<file path="config.mk">
export PLATFORM = sky130hd
export DESIGN_NAME = pipeline_sequencer
export DESIGN_NICKNAME = d
export VERILOG_FILES = /design/src/rtl/pipeline_sequencer.sv
export SDC_FILE = /design/constraint.sdc
export NUM_CORES = 1
export LEC_CHECK = 0
export BUFFER_PORTS_ARGS = -buffer_cell sky130_fd_sc_hd__buf_4
export CAP_MARGIN = 20
export CELL_PAD_IN_SITES_DETAIL_PLACEMENT = 1
export CELL_PAD_IN_SITES_GLOBAL_PLACEMENT = 1
export CORE_MARGIN = 2
export CORE_UTILIZATION = 40
export CTS_BUF_LIST = sky130_fd_sc_hd__clkbuf_16
export CTS_CLUSTER_DIAMETER = 50
export DETAILED_ROUTE_END_ITERATION = 6
export PLACE_DENSITY = 0.78
export SETUP_SLACK_MARGIN = 0.2
export SLEW_MARGIN = 20
export SYNTH_ARGS = -nofsm -noshare
export SYNTH_HDL_FRONTEND = slang
export SYNTH_SLANG_ARGS = --single-unit
</file>
<file path="constraint.sdc">
create_clock -name CLK -period 2.55 [get_ports CLK]
set_input_delay 0.51 -clock CLK [delete_from_list [all_inputs] [get_ports CLK]]
set_output_delay 0.51 -clock CLK [all_outputs]
set_load 0.005 [all_outputs]
</file>
<file path="src/rtl/pipeline_sequencer.sv">
// Central pipeline control for one core: advance strobe, per-register flush/enable
// generation, cache-hit synchronisation, load-use bubbles, MEM redirects and halt.
module pipeline_sequencer #(
    parameter int CNT_W = 32
) (
    input  logic             CLK,
    input  logic             nRST,
    input  logic             ihit,
    input  logic             dhit,
    input  logic             MemRead_MEM,
    input  logic             MemWr_MEM,
    input  logic             MemRead_EX,
    input  logic [4:0]       wsel_EX,
    input  logic [4:0]       rs1_ID,
    input  logic [4:0]       rs2_ID,
    input  logic             use_rs1_ID,
    input  logic             use_rs2_ID,
    input  logic             redirect_MEM,
    input  logic             is_halt_MEM,
    output logic             pipeline_ctrl,
    output logic             pc_en,
    output logic             ifid_en,
    output logic             pc_sel_redirect,
    output logic             flush_IF_ID,
    output logic             flush_ID_EX,
    output logic             flush_EX_MEM,
    output logic             halt,
    output logic [CNT_W-1:0] cycle_count,
    output logic [CNT_W-1:0] stall_count
);

    typedef enum logic [1:0] {
        FETCH  = 2'd0,
        IDONE  = 2'd1,
        HALTED = 2'd2
    } state_t;

    state_t state, next_state;
    logic   d_req, d_ok, i_ok, load_use;

    assign d_req = MemRead_MEM | MemWr_MEM;
    assign d_ok  = !d_req | dhit;
    // IDONE remembers an ihit that arrived while the data side was still busy.
    assign i_ok  = ihit | (state == IDONE);
    assign pipeline_ctrl = i_ok & d_ok & (state != HALTED);

    assign load_use = MemRead_EX && (wsel_EX != 5'd0) &&
                      ((use_rs1_ID && (rs1_ID == wsel_EX)) ||
                       (use_rs2_ID && (rs2_ID == wsel_EX)));

    always_comb begin
        // NOTE: every output gets a default first so no path leaves it unassigned (no latch).
        next_state      = state;
        pc_en           = 1'b0;
        ifid_en         = 1'b0;
        pc_sel_redirect = 1'b0;
        flush_IF_ID     = 1'b0;
        flush_ID_EX     = 1'b0;
        flush_EX_MEM    = 1'b0;

        case (state)
            FETCH, IDONE: begin
                if (pipeline_ctrl)
                    next_state = is_halt_MEM ? HALTED : FETCH;
                else if (ihit)
                    next_state = IDONE;
            end
            HALTED:  next_state = HALTED;
            default: next_state = FETCH;
        endcase

        if (pipeline_ctrl) begin
            if (is_halt_MEM) begin
                flush_IF_ID  = 1'b1;
                flush_ID_EX  = 1'b1;
                flush_EX_MEM = 1'b1;
            end else if (redirect_MEM) begin
                pc_sel_redirect = 1'b1;
                pc_en           = 1'b1;
                ifid_en         = 1'b1;
                flush_IF_ID     = 1'b1;
                flush_ID_EX     = 1'b1;
                flush_EX_MEM    = 1'b1;
            end else if (load_use) begin
                // Freeze PC and IF/ID, inject one bubble into ID/EX.
                flush_ID_EX = 1'b1;
            end else begin
                pc_en   = 1'b1;
                ifid_en = 1'b1;
            end
        end
    end

    always_ff @(posedge CLK or negedge nRST) begin
        if (!nRST) begin
            state       <= FETCH;
            halt        <= 1'b0;
            cycle_count <= '0;
            stall_count <= '0;
        end else begin
            // NOTE: sequential state uses non-blocking assignments so all flops update together.
            state <= next_state;
            halt  <= (next_state == HALTED);
            if (state != HALTED) begin
                if (cycle_count != '1)
                    cycle_count <= cycle_count + CNT_W'(1);
                if (!pipeline_ctrl && (stall_count != '1))
                    stall_count <= stall_count + CNT_W'(1);
            end
        end
    end

endmodule

</file>
* Word-level counts from Yosys, hierarchy flattened
Cells that the tools add are included.
** Storage, ports and cells
- Input bits :: 26
- Register bits after elaboration :: 67
** Cells by class
- Mux-type cells :: 17
- Bitwise operators :: 5
- Reduce and logical (&&, ||, !) cells :: 13
- Eq/ne operators :: 8
- Add/sub/neg operators :: 2
** Operator list (number)
- 32-bit by 1-bit adder with 32-bit output, second input constant :: 2
- 32-bit inequality test, second input constant :: 2
- 1-bit 2-to-1 mux :: 13
- 5-bit equality test :: 2
- 2-bit 2-to-1 mux :: 3
- 1-bit logical AND :: 5
- 5-bit nonzero test :: 1
- 2-bit equality test, second input constant :: 2
- 2-bit one-hot mux with 2 select lines :: 1
- 2-bit AND reduction :: 2
- 1-bit OR :: 3
- 1-bit AND :: 2
- 2-bit by 1-bit equality test with 1-bit output, second input constant :: 1
- 1-bit zero test :: 2
- 2-bit zero test :: 1
- 2-bit inequality test, second input constant :: 1
- 2-bit OR reduction :: 1
- 1-bit logical OR :: 1

* Depth between registers and ports, before layout
- Depth after elaboration :: 8
- Mapped depth :: 7

* Worst setup path before layout
No wires, ideal clock.
- Kind :: reg2reg
- Start :: reg stall_count[0]
- End :: reg stall_count[18]
- Setup time :: 79 ps
- Clock period less this slack :: 2137 ps
- Path buffers :: 1
- Required time :: 2471 ps
- Cell stages (with the launch flop) :: 8
- Setup slack :: 413 ps
- Data arrival time :: 2058 ps
- Cell sequence :: dfrtp_1 ha_1 nand3_1 or3_1 buf_6 or4b_4 nor4_2 xor2_1
** Between the ends
- Cells in the longest elaborated chain, start to end :: 3
** RTL lines
- start, declared :: line 29 : output logic [CNT_W-1:0] stall_count
- start signal, assigned :: line 108 : stall_count <= stall_count + CNT_W'(1);
- parallel branches: the longest is 3 deep, another holds 32-bit by 1-bit adder with 32-bit output
Parallel ways; which one is timed is not known.
A chain may end at the register's enable or synchronous reset.

* Final worst setup path
Ends and elaborated chain as after synthesis.

==> impl_metrics.toml <==
[outcome]
status = "finished, final reports clean"

[placement]
portBuffers = 97
dp.cells = 537
gp_congestion = 0.8097
pre_cts_slack_ns = 0.1823
post-dp-hpwl_mm = 7.011

[power_and_ir_drop]
ir_drop_mv = 0.3632
pwr_density_cell_mw_per_mm2 = 717.5
p_leak_nw = 2.222

[worst_setup_path]
worstRegToRegCells = 6
cpMaxStageDelayCell = "or4b_4"
cp.arrival_ns = 2.53
worstSetupPathType = "flop to flop"
worst_setup_path_start_kind = "flop"
max_stage_delay_ns = 0.56
crit_required_ns = 2.80
path_max_fanout = 6
crit_path_cell_trace = "ha_1, nand3_2, or3_4, or4b_4, nor4_2, xor2_1"
endpoint_kind = "flop"

[cells_and_area]
final_nets = 475
drive_above_1_share = 0.3082
diodes = 0
final_cell_count_no_fill = 556
fin_util = 0.5632
areaGrowthSynthToFinish_pct = 35.86

[sta]
setup_viol = 0
worst_slew_pin_slew_ns = 0.8512
relSlewSlack = 0.4326
fin_skew_ns = 0.007620
fmax_mhz = 437.9
fin_crit_ns = 2.284
hold_slack_ns = 0.2848
slew_viol_final = 0
post-route-period-util = 0.8956
setup_slack_ns = 0.2662
fin_setup_tns_ns = 0
hold_viol = 0
rsz0062_at_grt = "false"

[floorplan]
start_util = 0.4145
die_x_um = 96.51
ioPinCount = 98
core_area_mm2 = 0.008258
rows = 33
die_y_um = 96.51
die-area_mm2 = 0.009314

[routing]
vias = 3057
drt_wl_total_mm = 10.04
drc = 0
routed_via_density = 5.498
drtIter0Drc = 103
antenna_left = 0
wl_per_cell_um = 18.06
firstDrtPassIters = 4

[logic_synthesis]
synthMuxAreaShare = 0.009868
syn_inst = 331
synth_top_family_by_area = "simple AND/OR/NAND/NOR gates"
synth_nets = 359
synth_xor_xnor_area_share = 0.1714
synth_seq_area_share = 0.4898
ys_warn_count = 0
ys_ff_latch = 67
avgSynthCellArea_um2 = 10.34
synth_cell_type_count = 44
synth_area_mm2 = 0.003423
synth-simple-area-share = 0.2522
synth_compound_area_frac = 0.04459
synthAdderAreaFrac = 0.01023

[clocking]
path_clk_slew_ns = 0.06
cts_tree = "yes"
clock_latency_ns = 0.33
h-tree-depth = 3
clkSinkCount = 67
cts-hold-fix-buffers = 0
clock-root-buffer = "clkbuf_16"
cts_buffer_depth = 2
cts_made_buffers = 9

[global_route]
antenna_found_initial = 0
grt-ovfl-total = 0
grt_pass1_vias = 3196
grt_pass1_wl_mm = 16.02
grtUsageTotal = 0.2242
grt_max_degree = 68

[min_path]
hold_path.class = "input pin to asynchronous set/reset pin"

[job]
drv_cap = 0
-- sequential cells by signal (all words and copies together) (netlist names) --
name	count
cycle_count	32
stall_count	32
state	2
halt	1
-- cell usage in the layout, fill, tap and decap left out, types with 4 or more instances in the layout --
master / n
nor2_1: 19
inv_1: 11
nand3_1: 21
clkbuf_16: 9
and3_1: 6
nor4_1: 17
nor3_1: 17
buf_4: 111
xor2_1: 36
nand2_1: 26
or3_1: 4
xnor2_1: 31
dfrtp_1: 66
nand4_1: 19
nor4b_1: 4
-- timing repair --
action                                  CTS  global route
endpoints found under the setup margin    2             3
endpoints found under the hold margin     0             0
buffers inserted                          0             4
gates resized for setup                   1             4
pin swaps                                 0             1
-- cell usage after synthesis --
| cell type | n | area share |
|---|---|---|
| and3_1 | 6 | 0.011 |
| nor4b_2 | 1 | 0.0044 |
| clkbuf_1 | 3 | 0.0033 |
| nand3_1 | 22 | 0.032 |
| nor2b_1 | 2 | 0.0037 |
| o2111ai_1 | 1 | 0.0026 |
| and2_1 | 3 | 0.0055 |
| nor4b_1 | 4 | 0.010 |
| a21oi_1 | 1 | 0.0015 |
| o21bai_1 | 2 | 0.0044 |
| nor3b_1 | 2 | 0.0044 |
| nand2_1 | 26 | 0.029 |
| o22ai_1 | 1 | 0.0018 |
| inv_1 | 10 | 0.011 |
| a41oi_1 | 1 | 0.0026 |
| nor4_1 | 17 | 0.031 |
| a211oi_1 | 2 | 0.0044 |
| nor2_1 | 19 | 0.021 |
| a21boi_0 | 1 | 0.0022 |
| or3_1 | 5 | 0.0091 |
| nor4_2 | 1 | 0.0037 |
| a31oi_1 | 3 | 0.0055 |
| buf_4 | 2 | 0.0044 |
| ha_1 | 2 | 0.0073 |
| a31o_2 | 2 | 0.0051 |
| or4_1 | 2 | 0.0044 |
| o21ai_0 | 1 | 0.0015 |
| nand4_1 | 19 | 0.035 |
| nand2b_1 | 2 | 0.0037 |
| maj3_1 | 1 | 0.0029 |
| nor3_1 | 17 | 0.025 |
| mux2_2 | 3 | 0.0099 |
| nor4_4 | 1 | 0.0062 |
| dfrtp_1 | 67 | 0.49 |
| buf_6 | 1 | 0.0033 |
| o21a_1 | 1 | 0.0022 |
| and4_1 | 2 | 0.0051 |
| nor3_2 | 1 | 0.0029 |
| xor2_1 | 36 | 0.092 |
| or2_2 | 1 | 0.0018 |
| o211ai_1 | 2 | 0.0044 |
| o31ai_1 | 3 | 0.0066 |
| xnor2_1 | 31 | 0.079 |
| or4b_4 | 1 | 0.0040 |
-- worst paths after layout --
| check | startpoint | endpoint | slack (ns) |
|---|---|---|---|
| setup / recovery | stall_count[0]$_DFFE_PN0P_ | stall_count[18]$_DFFE_PN0P_ | 0.27 |
| hold / removal | nRST | stall_count[3]$_DFFE_PN0P_ | 0.28 |
| setup reg to reg | stall_count[0]$_DFFE_PN0P_ | stall_count[18]$_DFFE_PN0P_ | 0.27 |
| hold reg to reg | stall_count[29]$_DFFE_PN0P_ | stall_count[29]$_DFFE_PN0P_ | 0.49 |
| max in group asynchronous | nRST | stall_count[0]$_DFFE_PN0P_ | 1.69 |
| min in group CLK | is_halt_MEM | state[1]$_DFF_PN0_ | 0.45 |
-- kinds of logic after synthesis --
logic type | count (synthesis)
AND/OR/NAND/NOR | 154
flip-flops | 67
adder cells (fa/ha/maj) | 3
multiplexers | 3
AO/OA/AOI/OAI | 21
XOR/XNOR | 67
buffers and inverters | 16
-- power by group --
part / switching [W] / internal (W) / total [W]
registers: 0.000184 / 0.00120 / 0.00138
logic: 0.000363 / 0.000394 / 0.000757
clock network: 0.000454 / 0.000743 / 0.00120
-- layer usage --
| layer | GRT usage | routed length (µm) | up-vias |
|---|---|---|---|
| li1 | - | - | 1432 |
| met1 | 0.2852 | 4269 | 1530 |
| met2 | 0.3785 | 5175 | 80 |
| met3 | 0.05198 | 434 | 15 |
| met4 | 0.07160 | 160 | 0 |
| met5 | 0 | 0 | - |
-- per-stage QoR --
stage	power (W)	area, µm²
final	0.003337	4651
after global routing	0.003521	4651
after CTS	0.003328	4609
after detailed placement	0.002118	4320
after global placement	0.002068	4320
after floorplan	0.001710	3423
-- area by class of cell --
class | count | area [µm²]
Fill cell | 951 | 3607
Multi-Input combinational cell | 248 | 1687
Sequential cell | 67 | 1678
Timing Repair Buffer | 111 | 833.3
Clock buffer | 9 | 225.2
Tap cell | 105 | 131.4
Clock inverter | 6 | 58.81
Inverter | 10 | 37.54
-- worst max-delay path: cells and delay by family, from the launching register on --
family,cells,cell delay (ns)
adder cells (fa/ha/maj),1,0.19
flip-flops,1,0.41
AND/OR/NAND/NOR,4,1.41
XOR/XNOR,1,0.19
Note: power is estimated with default switching activity, not from simulation.
